**src/rtl/ps2_key_decoder.sv**
```systemverilog
// ---------------------------------------------------------------------------
// ps2_key_decoder
//
// Front end for the 5-bit key register. Receives PS/2 keyboard frames,
// validates parity and stop bit, swallows break (F0) and extended (E0)
// sequences, translates make codes into key indices and pulses load so the
// key register captures key_code.
//
// Parameters
//   N          key_code width; table indices are zero-extended (N >= 5)
//   FILTER_LEN consecutive equal synced samples before filtered clock moves
//   TIMEOUT    clk cycles without a falling edge before a frame is dropped
//
// Ports
//   clk        system clock, everything on the rising edge
//   rst        synchronous active-high reset
//   ps2_clk    keyboard clock pin (asynchronous, idles high)
//   ps2_data   keyboard data pin (asynchronous, idles high)
//   key_code   last accepted key index, holds until the next load
//   load       one-cycle pulse, key_code is valid
//   frame_err  one-cycle pulse on parity, stop-bit or timeout error
// ---------------------------------------------------------------------------
module ps2_key_decoder #(
   parameter int N          = 5,
   parameter int FILTER_LEN = 8,
   parameter int TIMEOUT    = 50000
) (
   input  logic         clk,
   input  logic         rst,
   input  logic         ps2_clk,
   input  logic         ps2_data,
   output logic [N-1:0] key_code,
   output logic         load,
   output logic         frame_err
);

   localparam int FW = $clog2(FILTER_LEN + 1);
   localparam int TW = $clog2(TIMEOUT + 1);

   typedef enum logic [1:0] {
      ST_IDLE  = 2'd0,
      ST_RX    = 2'd1,
      ST_CHECK = 2'd2
   } state_t;

   // Table lookup: returns {hit, index}. Codes outside the table miss.
   function automatic logic [5:0] lookup(input logic [7:0] code);
      logic [5:0] r;
      r = 6'd0;
      case (code)
         8'h45: r = {1'b1, 5'd0};
         8'h16: r = {1'b1, 5'd1};
         8'h1E: r = {1'b1, 5'd2};
         8'h26: r = {1'b1, 5'd3};
         8'h25: r = {1'b1, 5'd4};
         8'h2E: r = {1'b1, 5'd5};
         8'h36: r = {1'b1, 5'd6};
         8'h3D: r = {1'b1, 5'd7};
         8'h3E: r = {1'b1, 5'd8};
         8'h46: r = {1'b1, 5'd9};
         8'h1C: r = {1'b1, 5'd10};
         8'h32: r = {1'b1, 5'd11};
         8'h21: r = {1'b1, 5'd12};
         8'h23: r = {1'b1, 5'd13};
         8'h24: r = {1'b1, 5'd14};
         8'h2B: r = {1'b1, 5'd15};
         8'h5A: r = {1'b1, 5'd16};
         8'h66: r = {1'b1, 5'd17};
         8'h76: r = {1'b1, 5'd18};
         default: r = 6'd0;
      endcase
      return r;
   endfunction

   state_t         state_q,     state_d;
   logic [1:0]     clk_sync_q,  clk_sync_d;
   logic [1:0]     data_sync_q, data_sync_d;
   logic           filt_clk_q,  filt_clk_d;
   logic [FW-1:0]  filt_cnt_q,  filt_cnt_d;
   logic           fall_tick_q, fall_tick_d;
   logic [9:0]     shift_q,     shift_d;
   logic [3:0]     bit_cnt_q,   bit_cnt_d;
   logic [TW-1:0]  to_cnt_q,    to_cnt_d;
   logic           brk_q,       brk_d;
   logic           ext_q,       ext_d;
   logic [N-1:0]   key_code_q,  key_code_d;
   logic           load_q,      load_d;
   logic           frame_err_q, frame_err_d;
   logic [5:0]     hit_idx;
   logic           frame_good;

   // Pin synchronisers and the glitch filter. The filtered clock only flips
   // once the synced pin has disagreed with it for FILTER_LEN samples in a
   // row; any agreeing sample restarts the count. fall_tick is registered so
   // it is a clean single-cycle pulse aligned with the synced data bit.
   always_comb begin
      clk_sync_d  = {clk_sync_q[0], ps2_clk};
      data_sync_d = {data_sync_q[0], ps2_data};
      filt_clk_d  = filt_clk_q;
      filt_cnt_d  = '0;
      fall_tick_d = 1'b0;
      if (clk_sync_q[1] != filt_clk_q) begin
         if (filt_cnt_q == FW'(FILTER_LEN - 1)) begin
            filt_clk_d  = clk_sync_q[1];
            fall_tick_d = filt_clk_q;
         end else begin
            filt_cnt_d = filt_cnt_q + 1'b1;
         end
      end
   end

   // Frame good when data plus parity holds an odd number of ones and the
   // stop bit is high. shift_q ends up as {stop, parity, data[7:0]}.
   always_comb begin
      hit_idx    = lookup(shift_q[7:0]);
      frame_good = (^shift_q[8:0]) & shift_q[9];
   end

   // Receive FSM and decoder. Bits arrive LSB first and are shifted in from
   // the top. The CHECK state lasts one cycle and produces the registered
   // load/frame_err, so load lands two cycles after the stop-bit tick.
   always_comb begin
      state_d     = state_q;
      shift_d     = shift_q;
      bit_cnt_d   = bit_cnt_q;
      to_cnt_d    = to_cnt_q;
      brk_d       = brk_q;
      ext_d       = ext_q;
      key_code_d  = key_code_q;
      load_d      = 1'b0;
      frame_err_d = 1'b0;
      case (state_q)
         ST_IDLE: begin
            to_cnt_d = '0;
            if (fall_tick_q && !data_sync_q[1]) begin
               state_d   = ST_RX;
               bit_cnt_d = 4'd0;
            end
         end
         ST_RX: begin
            if (fall_tick_q) begin
               shift_d  = {data_sync_q[1], shift_q[9:1]};
               to_cnt_d = '0;
               if (bit_cnt_q == 4'd9) begin
                  state_d = ST_CHECK;
               end else begin
                  bit_cnt_d = bit_cnt_q + 4'd1;
               end
            end else if (to_cnt_q == TW'(TIMEOUT - 1)) begin
               state_d     = ST_IDLE;
               to_cnt_d    = '0;
               frame_err_d = 1'b1;
            end else begin
               to_cnt_d = to_cnt_q + 1'b1;
            end
         end
         ST_CHECK: begin
            state_d = ST_IDLE;
            if (!frame_good) begin
               frame_err_d = 1'b1;
               brk_d       = 1'b0;
               ext_d       = 1'b0;
            end else if (shift_q[7:0] == 8'hF0) begin
               brk_d = 1'b1;
            end else if (shift_q[7:0] == 8'hE0) begin
               ext_d = 1'b1;
            end else begin
               // Releases and extended keys are consumed without output.
               if (!brk_q && !ext_q && hit_idx[5]) begin
                  key_code_d      = '0;
                  key_code_d[4:0] = hit_idx[4:0];
                  load_d          = 1'b1;
               end
               brk_d = 1'b0;
               ext_d = 1'b0;
            end
         end
         default: state_d = ST_IDLE;
      endcase
   end

   // All state lives here. Pins idle high, so the synchronisers and the
   // filtered clock reset to 1 to avoid a false edge coming out of reset.
   always_ff @(posedge clk) begin
      if (rst) begin
         state_q     <= ST_IDLE;
         clk_sync_q  <= 2'b11;
         data_sync_q <= 2'b11;
         filt_clk_q  <= 1'b1;
         filt_cnt_q  <= '0;
         fall_tick_q <= 1'b0;
         shift_q     <= '0;
         bit_cnt_q   <= '0;
         to_cnt_q    <= '0;
         brk_q       <= 1'b0;
         ext_q       <= 1'b0;
         key_code_q  <= '0;
         load_q      <= 1'b0;
         frame_err_q <= 1'b0;
      end else begin
         state_q     <= state_d;
         clk_sync_q  <= clk_sync_d;
         data_sync_q <= data_sync_d;
         filt_clk_q  <= filt_clk_d;
         filt_cnt_q  <= filt_cnt_d;
         fall_tick_q <= fall_tick_d;
         shift_q     <= shift_d;
         bit_cnt_q   <= bit_cnt_d;
         to_cnt_q    <= to_cnt_d;
         brk_q       <= brk_d;
         ext_q       <= ext_d;
         key_code_q  <= key_code_d;
         load_q      <= load_d;
         frame_err_q <= frame_err_d;
      end
   end

   assign key_code  = key_code_q;
   assign load      = load_q;
   assign frame_err = frame_err_q;

endmodule

```
**config.mk**
```make
export PLATFORM = sky130hd
export DESIGN_NAME = ps2_key_decoder
export DESIGN_NICKNAME = d
export VERILOG_FILES = /design/src/rtl/ps2_key_decoder.sv
export SDC_FILE = /design/constraint.sdc
export NUM_CORES = 1
export LEC_CHECK = 0
export CAP_MARGIN = 10
export CORE_MARGIN = 2
export CORE_UTILIZATION = 65
export CTS_BUF_LIST = sky130_fd_sc_hd__clkbuf_4 sky130_fd_sc_hd__clkbuf_8 sky130_fd_sc_hd__clkbuf_16
export CTS_CLUSTER_SIZE = 14
export DETAILED_ROUTE_END_ITERATION = 10
export HOLD_SLACK_MARGIN = 0.03
export PLACE_DENSITY = 0.84
export REMOVE_ABC_BUFFERS = 1
export SLEW_MARGIN = 10
export SYNTH_ARGS = -nofsm -noshare
export SYNTH_HDL_FRONTEND = slang
export SYNTH_SLANG_ARGS = --single-unit
```
**constraint.sdc**
```tcl
create_clock -name clk -period 4.4 [get_ports clk]
set_clock_uncertainty 0.15 [all_clocks]
set_input_delay 0.88 -clock clk [delete_from_list [all_inputs] [get_ports clk]]
set_output_delay 0.88 -clock clk [all_outputs]
set_load 0.02 [all_outputs]
```
Word-level counts from Yosys, hierarchy flattened:

Index checks and enable logic that the tools add are counted.

* add/subtract/negate cells: 3
* equal/unequal tests: 34
* mux-type cells: 24
* bitwise gates (word level): 7
* reductions and logical operators: 19

Operators with widths (number)
* 6-bit one-hot mux with 19 select lines: 1
* 8-bit by 6-bit == test with 1-bit output, second input constant: 11
* 8-bit by 7-bit == test with 1-bit output, second input constant: 5
* 16-bit 2-to-1 mux: 2
* 16-bit one-hot mux with 2 select lines: 1
* 8-bit by 5-bit == test with 1-bit output, second input constant: 3
* 16-bit by 1-bit adder with 16-bit output, second input constant: 1
* 16-bit == test, second input constant: 1
* 8-bit == test, second input constant: 2
* 4-bit 2-to-1 mux: 3
* 1-bit 2-to-1 mux: 10
* 3-bit inequality test, second input constant: 3
* 9-bit XOR reduction: 1
* 4-bit by 1-bit adder with 4-bit output, second input constant: 2
* 2-bit 2-to-1 mux: 4
* 2-bit inequality test, second input constant: 4
* 4-bit one-hot mux with 2 select lines: 1
* 2-bit AND reduction: 4
* 1-bit inverter: 6
* 3-bit OR reduction: 2
* 5-bit AND reduction: 1
* 5-bit OR reduction: 1
* 4-bit by 3-bit == test with 1-bit output, second input constant: 1
* 4-bit == test, second input constant: 1
* 12 further kinds: 16

* flip-flop bits (word level): 51
* bits of input ports: 4
* output and inout port bits: 7
* logic and storage cells: 101

Longest topological paths before layout:

* depth after elaboration: 4
* mapped depth: 10
* gate-level depth less buffers: 7

Worst setup path before layout:

Ideal clock, no wire load.

* path type: reg2reg
* start: reg shift_q[0]
* end: reg key_code_q[0], in the netlist key_code[0]
* library setup time: 116 ps
* arrival: 1945 ps
* required time: 4134 ps
* slack: 2189 ps
* cell stages (with the launch flop): 8
* buffers on the path: 0
* clock period less this slack: 2211 ps
* cell sequence: dfxtp_1 -> inv_1 -> ha_1 -> xnor3_1 -> xnor2_1 -> nand4_1 -> a21o_1 -> a31o_2

* longest elaborated chain between the ends: 4
* elaborated cells on any way between the ends: 28
* classes of those cells: 21 x eq/ne; 1 x mux; 3 x bitwise; 3 x reduce/logical

RTL lines
* start: declaration: line 81 `logic [9:0] shift_q, shift_d;`
* start signal: assignment: line 207 `shift_q <= shift_d;`
* 8-bit by 7-bit == test with 1-bit output, or another cell as far along: line 50 `case (code)`
* 6-bit one-hot mux with 19 select lines: line 50
* 1-bit logical AND: line 169 `if (!brk_q && !ext_q && hit_idx[5]) begin`
* 5-bit AND reduction (no source line)
* end signal: assignment: line 212 `key_code_q <= key_code_d;`
* end: declaration: line 86 `logic [N-1:0] key_code_q, key_code_d;`

Parallel ways exist; a longest one is shown, timed or not.
A chain may end at the register's enable or synchronous reset.

Worst setup path in the final report:

* start: reg shift_q[4]
* end: reg key_code_q[4], in the netlist key_code[4]

Same word-level chain as after synthesis.

==> results.yml <==
run_status:
  status: "finished clean"
floorplan:
  io_pins: 11
  core_um2: 4060
  die_h_um: 69.2
  die_w_um: 69.2
  initial_utilization_pct: 68.1
  core.rowCount: 23
  dieArea_um2: 4790
yosys:
  syn-mean-instance-area_um2: 8.37
  yosysTopAreaCellShare_pct: 37.0
  yosysSeqAreaShare_pct: 37.0
  synth.largest_area_cell: "dfxtp_1"
  synth_ff_type: "dfxtp_1"
  yosys_warnings: 0
  synth_area_leaders: "dfxtp_1, ha_1, nand2_1"
  synth_cell_types: 50
  synth_seq_cells: 51
  synth-async-reset-ratio_pct: 0
  netlist_area_um2: 2760
  synth-edff-count: 0
  syn_inst: 330
timing:
  min_period_ns: 2.51
  finalMaxSlewViolations: 0
  clock.fmax_mhz: 398
  tightest_slew_ns: 0.650
  rsz0062_at_grt: "false"
  setup_violations: 0
  timing.final.ws_setup_ns: 1.89
  hold_violations: 0
  tns_ns: 0
  relSlewSlack_pct: 56.2
  hold-worst-slack_ns: 0.265
  fin_crit_sh_pct: 57.1
routing:
  wl_met2_um: 2400
  wl_met1_um: 2600
  wl_per_cell_um: 13.7
  vias_per_cell: 5.88
  top_layer: "met4"
  met3_wirelength_um: 229
  firstDrtPassIters: 5
  drcViolationCount: 0
  wl_um: 5280
  ant_nets: 0
  first_iter_violations: 167
  vias: 2263
placement:
  post-place-ws_ns: 1.75
  place.gp.congestion: 0.977
  dp_hpwl_um: 3750
  io_buffers: 10
power_and_ir_drop:
  comb_power_share_pct: 1.4
  power_frac_seq_pct: 57.2
  p_clk_share_pct: 41.4
  leakage_uw: 0.00102
  p_switching_uw: 172
  p_int_uw: 640
  ir_worst_vdd_mv: 0.262
  power_density_nw_per_um2: 271
  swShare_pct: 21.2
global_routing:
  grt_max_degree: 32
  grt_pass1_vias: 2050
  gr-usage-all-layers_pct: 21.9
  overflow: 0
  grt_pass1_wl_um: 8880
  antenna_found_initial: 0
critical_path:
  reg2reg_depth: 7
  critical_path_class: "flop to flop"
  cp_max_fo: 12
  critPathRequiredTime_ns: 4.49
  critPathCaptureType: "flop"
  crit_path_start_kind: "flop"
  worstPathArrival_ns: 2.60
cts:
  cts-root-buf: "clkbuf_8"
  cts_setup_buffers: 0
  htreeDepth: 2
  cts_buffer_depth: 2
  cts_tree: "done"
  clk_latency_ns: 0.31
  cts.sinks: 51
  cts_buffers: 5
  cts_resized: 0
  hold_buffers: 0
  clk_pin_slew_ns: 0.10
layout:
  multiInputGateArea_um2: 1620
  finalNetCount: 360
  fillerInstances: 323
  diodes: 0
  syn2layout_area_growth_pct: 8.38
  drive_gt1_share_pct: 6.57
  regArea_um2: 1020
min_path:
  holdPathStages: 1
  hold_path_class: "flop to flop"
run:
  cap_violations: 0
==> registers in the layout, summed over array words and instances (netlist names) <==
signal       flops
ext_q            1
to_cnt_q        16
shift_q         10
bit_cnt_q        4
filt_cnt_q       4
data_sync_q      2
filt_clk_q       1
load             1
frame_err        1
state_q          2
clk_sync_q       2
brk_q            1
key_code         5
fall_tick_q      1
==> Yosys cell counts, drive strengths merged (3+ instances only) <==
library cell	count
o211ai	3
nor2	26
a21o	3
a22oi	5
inv	17
a2111oi	3
nand3b	4
or2	5
nand2	53
nand3	9
nand4	10
and3	7
a211oi	5
clkbuf	12
o22ai	4
dfxtp	51
o21ai	10
ha	22
a21oi	20
xnor2	7
xor2	12
nand2b	7
or3	3
==> through the flow <==
step	power (µW)	cells	area, µm²	util, %
after global placement	486	377	2880	70.9
final	812	385	2990	73.8
after floorplan	478	316	2710	-
after global routing	832	385	2990	73.8
after CTS	814	385	2990	73.8
after detailed placement	487	377	2880	70.9
==> path summary, 6_finish.rpt <==
path                             startpoint                   endpoint  slack, ns
setup / recovery    shift_q[4]$_SDFFE_PP0P_   key_code[4]$_SDFFE_PP0P_       1.89
hold / removal    data_sync_q[0]$_SDFF_PP1_  data_sync_q[1]$_SDFF_PP1_       0.27
setup reg to reg    shift_q[4]$_SDFFE_PP0P_   key_code[4]$_SDFFE_PP0P_       1.89
hold reg to reg   data_sync_q[0]$_SDFF_PP1_  data_sync_q[1]$_SDFF_PP1_       0.27
==> cell type report <==
type,instances,area share [%]
tap,50,2.09
clock inverter,3,1.55
sequential,51,34.1
inverter,17,2.13
clock buffer,5,2.30
timing repair buffer,11,3.60
multi-input combinational,248,54.2
==> power by group through the flow <==
stage               sequential, µW  clock (µW)  combinational, µW
global placement               475           0               11.4
finish                         464         336               11.7
CTS                            464         339               11.8
floorplan                      475           0               3.63
global route                   464         355               12.8
detailed placement             475           0               11.7
==> cell usage in the layout (no fill, tap or decap), types with 5 or more instances in the layout <==
| cell | count |
|---|---|
| a22oi_1 | 5 |
| nand4_1 | 10 |
| or2_2 | 5 |
| nand3_1 | 9 |
| clkbuf_8 | 5 |
| clkdlybuf4s50_1 | 10 |
| nand2_1 | 53 |
| nand2b_1 | 7 |
| xor2_1 | 12 |
| ha_1 | 22 |
| o21ai_0 | 9 |
| nor2_1 | 26 |
| a21oi_1 | 20 |
| inv_1 | 17 |
| xnor2_1 | 7 |
| and3_1 | 7 |
| dfxtp_1 | 51 |
==> routing by layer <==
layer,up-vias,track usage (%)
li1,1153,-
met1,1035,29.5
met2,69,36.1
met3,6,4.36
met4,0,5.66
met5,-,0
==> kinds of logic after synthesis <==
group / share of synthesized area, %
AO/OA/AOI/OAI: 16.9
XOR/XNOR: 6.84
adder cells (fa/ha/maj): 9.97
buffers and inverters: 4.26
flip-flops: 37.0
multiplexers: 0.725
AND/OR/NAND/NOR: 24.3
==> critical path: stages (launching register included) <==
cell	delay, ns
dfxtp_1	0.43
inv_1	0.10
ha_1	0.35
a22oi_1	0.22
nor2_1	0.07
nor4_1	0.60
a21o_1	0.33
mux2i_1	0.19
Note: power is estimated with default switching activity, not from simulation.
